## src/rtl/uart_pkg.sv

```systemverilog
// Shared UART definitions: receiver state encoding, frame constants and the
// parity rule used by both the transmitter and the receiver.
package uart_pkg;

  typedef enum logic [2:0] {
    IDLE   = 3'd0,
    START  = 3'd1,
    DATA   = 3'd2,
    PARITY = 3'd3,
    STOP   = 3'd4,
    BREAK  = 3'd5
  } rx_state_t;

  localparam logic START_BIT  = 1'b0;
  localparam logic STOP_BIT   = 1'b1;
  localparam int   FRAME_BITS = 11;

  // Even parity: the parity bit equals the XOR of the data bits.
  function automatic logic even_parity(input logic [7:0] data);
    return ^data;
  endfunction

endpackage

```

## src/rtl/uart_rx_frame_if.sv

```systemverilog
// Receiver-side bundle: serial line in, recovered byte and status pulses out.
interface uart_rx_frame_if;

  logic       rx;
  logic [7:0] data_out;
  logic       data_valid;
  logic       parity_err;
  logic       frame_err;
  logic       busy;

  modport master (
    input  rx,
    output data_out,
    output data_valid,
    output parity_err,
    output frame_err,
    output busy
  );

  modport slave (
    output rx,
    input  data_out,
    input  data_valid,
    input  parity_err,
    input  frame_err,
    input  busy
  );

endinterface

```

## src/rtl/uart_rx_sync.sv

```systemverilog
// Two-flop synchronizer for the asynchronous RX pin (resets to the idle-high
// level) plus a falling-edge detect on the synchronized line.
module uart_rx_sync (
  input  logic clk,
  input  logic rst,
  input  logic rx,
  output logic rx_sync,
  output logic fall
);

  logic meta_r;
  logic sync_r;
  logic prev_r;

  // Metastability chain and one-cycle history of the synchronized line
  always_ff @(posedge clk) begin
    if (!rst) begin
      meta_r <= 1'b1;
      sync_r <= 1'b1;
      prev_r <= 1'b1;
    end else begin
      meta_r <= rx;
      sync_r <= meta_r;
      prev_r <= sync_r;
    end
  end

  assign rx_sync = sync_r;
  assign fall    = prev_r & ~sync_r;

endmodule

```

## src/rtl/uart_rx_frame.sv

```systemverilog
// UART frame receiver: start, 8 data bits MSB first, even parity, stop.
// Samples at bit centres and reports bytes with one-cycle status pulses.
module uart_rx_frame
  import uart_pkg::*;
#(
  parameter int CLKS_PER_BIT = 8,
  parameter int DATA_BITS    = 8
) (
  input  logic             clk,
  input  logic             rst,
  uart_rx_frame_if.master  bus
);

  localparam int                TICK_W    = $clog2(CLKS_PER_BIT);
  localparam logic [TICK_W-1:0] TICK_LAST = TICK_W'(CLKS_PER_BIT - 1);
  localparam logic [TICK_W-1:0] TICK_MID  = TICK_W'(CLKS_PER_BIT / 2 - 1);
  localparam logic [2:0]        BIT_LAST  = 3'(DATA_BITS - 1);

  logic                 rx_s;
  logic                 fall_s;

  rx_state_t            state_r;
  rx_state_t            state_next_s;
  logic [TICK_W-1:0]    tick_r;
  logic [2:0]           bit_cnt_r;
  logic [DATA_BITS-1:0] shift_r;
  logic                 par_bit_r;

  logic                 shift_en_s;
  logic                 bit_clr_s;
  logic                 par_latch_s;
  logic                 valid_set_s;
  logic                 ferr_set_s;

  logic [DATA_BITS-1:0] data_out_r;
  logic                 data_valid_r;
  logic                 parity_err_r;
  logic                 frame_err_r;
  logic                 busy_r;

  uart_rx_sync u_sync (
    .clk     (clk),
    .rst     (rst),
    .rx      (bus.rx),
    .rx_sync (rx_s),
    .fall    (fall_s)
  );

  // Next-state and per-cycle action decode
  always_comb begin
    state_next_s = state_r;
    shift_en_s   = 1'b0;
    bit_clr_s    = 1'b0;
    par_latch_s  = 1'b0;
    valid_set_s  = 1'b0;
    ferr_set_s   = 1'b0;
    case (state_r)
      IDLE: begin
        if (fall_s) begin
          state_next_s = START;
        end else begin
          state_next_s = IDLE;
        end
      end
      START: begin
        // A start bit that is high again by mid-bit was a glitch
        if (tick_r == TICK_MID) begin
          if (rx_s == START_BIT) begin
            state_next_s = DATA;
            bit_clr_s    = 1'b1;
          end else begin
            state_next_s = IDLE;
          end
        end else begin
          state_next_s = START;
        end
      end
      DATA: begin
        if (tick_r == TICK_LAST) begin
          shift_en_s = 1'b1;
          if (bit_cnt_r == BIT_LAST) begin
            state_next_s = PARITY;
          end else begin
            state_next_s = DATA;
          end
        end else begin
          state_next_s = DATA;
        end
      end
      PARITY: begin
        if (tick_r == TICK_LAST) begin
          par_latch_s  = 1'b1;
          state_next_s = STOP;
        end else begin
          state_next_s = PARITY;
        end
      end
      STOP: begin
        if (tick_r == TICK_LAST) begin
          if (rx_s == STOP_BIT) begin
            valid_set_s  = 1'b1;
            state_next_s = IDLE;
          end else begin
            ferr_set_s   = 1'b1;
            state_next_s = BREAK;
          end
        end else begin
          state_next_s = STOP;
        end
      end
      BREAK: begin
        // Hold here while the line stays low so it cannot look like a start
        if (rx_s == STOP_BIT) begin
          state_next_s = IDLE;
        end else begin
          state_next_s = BREAK;
        end
      end
      default: begin
        state_next_s = IDLE;
      end
    endcase
  end

  // State register and bit-period tick counter, cleared on every state entry
  always_ff @(posedge clk) begin
    if (!rst) begin
      state_r <= IDLE;
      tick_r  <= '0;
    end else begin
      state_r <= state_next_s;
      if ((state_next_s != state_r) || (tick_r == TICK_LAST)) begin
        tick_r <= '0;
      end else begin
        tick_r <= tick_r + TICK_W'(1);
      end
    end
  end

  // Data shift register, bit counter and parity capture
  always_ff @(posedge clk) begin
    if (!rst) begin
      bit_cnt_r <= 3'd0;
      shift_r   <= '0;
      par_bit_r <= 1'b0;
    end else begin
      if (bit_clr_s) begin
        bit_cnt_r <= 3'd0;
      end else if (shift_en_s) begin
        bit_cnt_r <= bit_cnt_r + 3'd1;
      end else begin
        bit_cnt_r <= bit_cnt_r;
      end
      if (shift_en_s) begin
        shift_r <= {shift_r[DATA_BITS-2:0], rx_s};
      end else begin
        shift_r <= shift_r;
      end
      if (par_latch_s) begin
        par_bit_r <= rx_s;
      end else begin
        par_bit_r <= par_bit_r;
      end
    end
  end

  // Registered outputs: byte, status pulses and busy
  always_ff @(posedge clk) begin
    if (!rst) begin
      data_out_r   <= '0;
      data_valid_r <= 1'b0;
      parity_err_r <= 1'b0;
      frame_err_r  <= 1'b0;
      busy_r       <= 1'b0;
    end else begin
      if (valid_set_s) begin
        data_out_r <= shift_r;
      end else begin
        data_out_r <= data_out_r;
      end
      data_valid_r <= valid_set_s;
      parity_err_r <= valid_set_s & (par_bit_r ^ even_parity(shift_r));
      frame_err_r  <= ferr_set_s;
      busy_r       <= (state_next_s != IDLE);
    end
  end

  assign bus.data_out   = data_out_r;
  assign bus.data_valid = data_valid_r;
  assign bus.parity_err = parity_err_r;
  assign bus.frame_err  = frame_err_r;
  assign bus.busy       = busy_r;

endmodule

```

## src/flat_wrapper.sv

```systemverilog
// flat-port wrapper written by rule: the top's interface ports become plain ports
module uart_rx_frame_flat import uart_pkg::*;
#(
  parameter int CLKS_PER_BIT = 8,
  parameter int DATA_BITS    = 8
)
  (clk, rst, bus_rx, bus_data_out, bus_data_valid, bus_parity_err, bus_frame_err, bus_busy);
  uart_rx_frame_if bus_i ();
  input  logic clk;
  input  logic rst;
  input wire logic [$bits(bus_i.rx)-1:0] bus_rx;
  output wire logic [$bits(bus_i.data_out)-1:0] bus_data_out;
  output wire logic [$bits(bus_i.data_valid)-1:0] bus_data_valid;
  output wire logic [$bits(bus_i.parity_err)-1:0] bus_parity_err;
  output wire logic [$bits(bus_i.frame_err)-1:0] bus_frame_err;
  output wire logic [$bits(bus_i.busy)-1:0] bus_busy;
  assign bus_i.rx = bus_rx;
  assign bus_data_out = bus_i.data_out;
  assign bus_data_valid = bus_i.data_valid;
  assign bus_parity_err = bus_i.parity_err;
  assign bus_frame_err = bus_i.frame_err;
  assign bus_busy = bus_i.busy;
  uart_rx_frame #(.CLKS_PER_BIT(CLKS_PER_BIT), .DATA_BITS(DATA_BITS)) u_core (.clk(clk), .rst(rst), .bus(bus_i));
endmodule
```

## config.mk

```make
export PLATFORM = sky130hd
export DESIGN_NAME = uart_rx_frame_flat
export DESIGN_NICKNAME = d
export VERILOG_FILES = /design/src/rtl/uart_pkg.sv /design/src/rtl/uart_rx_frame_if.sv /design/src/rtl/uart_rx_sync.sv /design/src/rtl/uart_rx_frame.sv /design/src/flat_wrapper.sv
export SDC_FILE = /design/constraint.sdc
export NUM_CORES = 1
export LEC_CHECK = 0
export CAP_MARGIN = 0
export CELL_PAD_IN_SITES_DETAIL_PLACEMENT = 1
export CELL_PAD_IN_SITES_GLOBAL_PLACEMENT = 2
export CORE_UTILIZATION = 25
export DETAILED_ROUTE_END_ITERATION = 12
export GPL_TIMING_DRIVEN = 1
export PLACE_DENSITY_LB_ADDON = 0.1
export SLEW_MARGIN = 20
export SYNTH_ARGS = -nofsm -noshare
export SYNTH_HDL_FRONTEND = slang
export SYNTH_SLANG_ARGS = --single-unit
```

## constraint.sdc

```tcl
create_clock -name clk -period 2.17 [get_ports clk]
set_clock_uncertainty 0.2 [all_clocks]
set_input_delay 0.3255 -clock clk [delete_from_list [all_inputs] [get_ports clk]]
set_output_delay 0.3255 -clock clk [all_outputs]
set_load 0.005 [all_outputs]
```

==> results.cfg <==
[critical_path]
critical_path_class = reg2reg
worstPathArrival_ns = 2.05
critical_path.slowest_cell = mux2_2
required_ns = 2.14
crit_fanout = 8
critPathBufInv = 0
startpoint_type = flip-flop
worstSetupEndpointType = flip-flop
path_delay_family = adder cells
worstPathCellList = ha_1 > ha_4 > or2b_1 > a21o_1 > a22oi_4 > mux2_2
cpPeakStageDelay_ns = 0.35

[global_route]
grt_use_total_pct = 11.9
antenna_found_initial = 0
grt_start_max_net_pins = 22
grt.busiest_layer = met2
grt_pass1_wl_um = 5590
grt_pass1_vias = 1131
grt.met2_usage_pct = 17.9
gr-usage-met3_pct = 3.26
met1_usage_pct = 15.4
grt-ovfl-total = 0

[pwr]
p_per_area_nw_per_um2 = 666
p_clk_share_pct = 42.4
p_sw_share_pct = 22.4
p_int_uw = 940
seqPwrFrac_pct = 51.7
p_comb_share_pct = 5.9
power_switching_uw = 271
power.leakage_nw = 0.727
vdd_drop_max_mv = 0.218

[floorplan]
die_area_um2 = 6180
coreArea_um2 = 5570
die_x_um = 78.6
row_count = 27
initial_core_util_pct = 26.3
fp.dieH_um = 78.6
ios = 15

[synthesis]
seq_area_frac_synth_pct = 45.1
synth_top_area_share_pct = 45.1
yosysTopAreaCell = dfxtp_1
syn_inst = 157
synthTopCellsByArea = dfxtp_1, nand2_1, mux2i_1
syn_avg_cell_area_um2 = 9.34
synth_cell_type_count = 30
ys_ff_latch = 33
syn_nets = 165
synth.cell_area_um2 = 1470
yosysWarnings = 0

[clock_network]
numCtsBuffers = 5
hold_buffers = 0
tritoncts = done
cts-root-buf = clkbuf_8
clk_pin_slew_ns = 0.07
cts_max_path_buffers = 2
clock-sinks = 33
clk_latency_ns = 0.28
htreeDepth = 2

[cells_and_area]
fin_area_um2 = 1820
drive_above_1_share_pct = 14.5
antenna_cells = 0
nFillCells = 666
area_delta_synth_final_pct = 24.0
fin_nets = 186

[sta]
setup_tns_ns = 0
finalCriticalPeriod_ns = 2.08
max_freq_mhz = 480
worstMarginPinSlew_ns = 0.448
slew_headroom_pct = 70.1
fin_crit_sh_pct = 95.9
hold_viol_final = 0
slew_violations = 0
rsz0062_at_grt = false
setup_violations = 0

[route]
wirelength_um = 3240
ant_nets = 0
dr.first_iter.drc_count = 26
via_per_inst = 4.46
wl_per_cell_um = 12.9
num_vias = 1120
firstDrtPassIters = 4
drc_errors = 0

[placement]
detailed_place_hpwl_um = 2200
port_buffers = 14
placed_cell_area_um2 = 1680
gp_congestion = 0.764

[run]
maxCapViolations = 0

[worst_hold_path]
hp-class = reg2reg

[outcome]
status = finished clean
## cells in the mapped netlist (all sizes together)
library cell and instances:
dfxtp 33, nand2 28, a21oi 14, nor2 14, mux2i 10, nor3 9
xnor2 7, buf 5, ha 5, nand2b 4, clkbuf 3, inv 3
mux2 3, nor2b 3, a21o 2, and2 2, nand3 2, o21ai 2
a22oi 1, a2bb2oi 1, nand3b 1, o31a 1, o41ai 1, or2b 1
or3b 1, xnor3 1
## per-layer routing
metal  wire [um]  vias to the layer above  share of wire, %
li1            -                      565                 -
met1        1700                      536                52
met2        1400                       14                43
met3          98                        5               3.0
met4          47                        0               1.4
met5           0                        -                 0
## state kept, by name (all words and copies together), names as in the netlist
register,count
u_core.bus.data_out,8
u_core.u_sync.meta_r,1
u_core.par_bit_r,1
u_core.u_sync.prev_r,1
u_core.bus.parity_err,1
u_core.u_sync.rx_sync,1
u_core.state_r,3
u_core.bus.busy,1
u_core.tick_r,3
u_core.bit_cnt_r,3
u_core.shift_r,8
u_core.bus.data_valid,1
u_core.bus.frame_err,1
## path summary, 6_finish.rpt
path	start	endpoint	slack [ns]	cells after the start
max	u_core.tick_r[0]$_SDFF_PP0_	u_core.tick_r[0]$_SDFF_PP0_	0.09	6
min	u_core.u_sync.meta_r$_SDFF_PN1_	u_core.u_sync.rx_sync$_SDFF_PN1_	0.23	1
max reg2reg	u_core.tick_r[0]$_SDFF_PP0_	u_core.tick_r[0]$_SDFF_PP0_	0.09	6
min reg2reg	u_core.u_sync.meta_r$_SDFF_PN1_	u_core.u_sync.rx_sync$_SDFF_PN1_	0.23	1
## logic make-up after synthesis
group / count (synthesis) / synth area share [%]
AO/OA/AOI/OAI: 22 / 11.1
buffers and inverters: 11 / 4.69
XOR/XNOR: 8 / 5.72
AND/OR/NAND/NOR: 65 / 20.1
flip-flops: 33 / 45.1
multiplexers: 13 / 9.13
adder cells (fa/ha/maj): 5 / 4.27
## worst reg2reg max path, cell delays in order, from the launching register on
cell     delay [ns]
dfxtp_1        0.33
ha_1           0.25
ha_4           0.20
or2b_1         0.25
a21o_1         0.19
a22oi_4        0.21
mux2_2         0.36
## repair_timing
item                                    CTS  global route
resized for setup                         0             4
buffers inserted                          0             2
endpoints found under the setup margin    0            23
## placed cells by master (no fill, tap or decap), types with 2 or more instances in the layout
| cell type | Yosys | routed |
|---|---|---|
| inv_1 | 3 | 3 |
| a21o_1 | 2 | 2 |
| nand2b_1 | 4 | 4 |
| o21ai_0 | 2 | 2 |
| clkdlybuf4s50_1 | 0 | 14 |
| mux2_2 | 3 | 3 |
| xnor2_1 | 7 | 7 |
| dfxtp_1 | 33 | 33 |
| nand3_1 | 2 | 2 |
| ha_1 | 5 | 4 |
| mux2i_1 | 10 | 10 |
| nand2_1 | 28 | 27 |
| buf_4 | 2 | 8 |
| a21oi_1 | 14 | 14 |
| nor3_1 | 9 | 9 |
| clkbuf_8 | 1 | 7 |
| nor2b_1 | 3 | 2 |
| nor2_1 | 14 | 14 |
## cell type report
cell class	count	area, um^2	share of cell area [%]
Sequential cell	33	661	36.3
Clock buffer	7	96.3	5.30
Timing Repair Buffer	22	200	11.0
Clock inverter	1	5.00	0.275
Inverter	3	11.3	0.619
Tap cell	72	90.1	4.96
Multi-Input combinational cell	113	754	41.5
## power by group through the flow
stage / sequential, mW / combinational (mW) / clock (mW)
global placement: 0.639 / 0.0649 / 0
floorplan: 0.634 / 0.0529 / 0
detailed placement: 0.640 / 0.0674 / 0
CTS: 0.626 / 0.0680 / 0.539
finish: 0.626 / 0.0712 / 0.513
global route: 0.628 / 0.0793 / 0.567
## stage by stage
stage	hold slack (ns)	worst slack, ns	util, %	instances	power, mW
floorplan	0.186	0.182	-	157	0.687
global placement	0.203	0.103	30.2	241	0.704
detailed placement	0.209	0.0277	30.2	241	0.707
CTS	0.231	0.0134	32.0	249	1.23
global route	0.258	0.00781	32.6	251	1.27
finish	0.225	0.0884	32.6	251	1.21
Power figures use the tool's default switching activity.
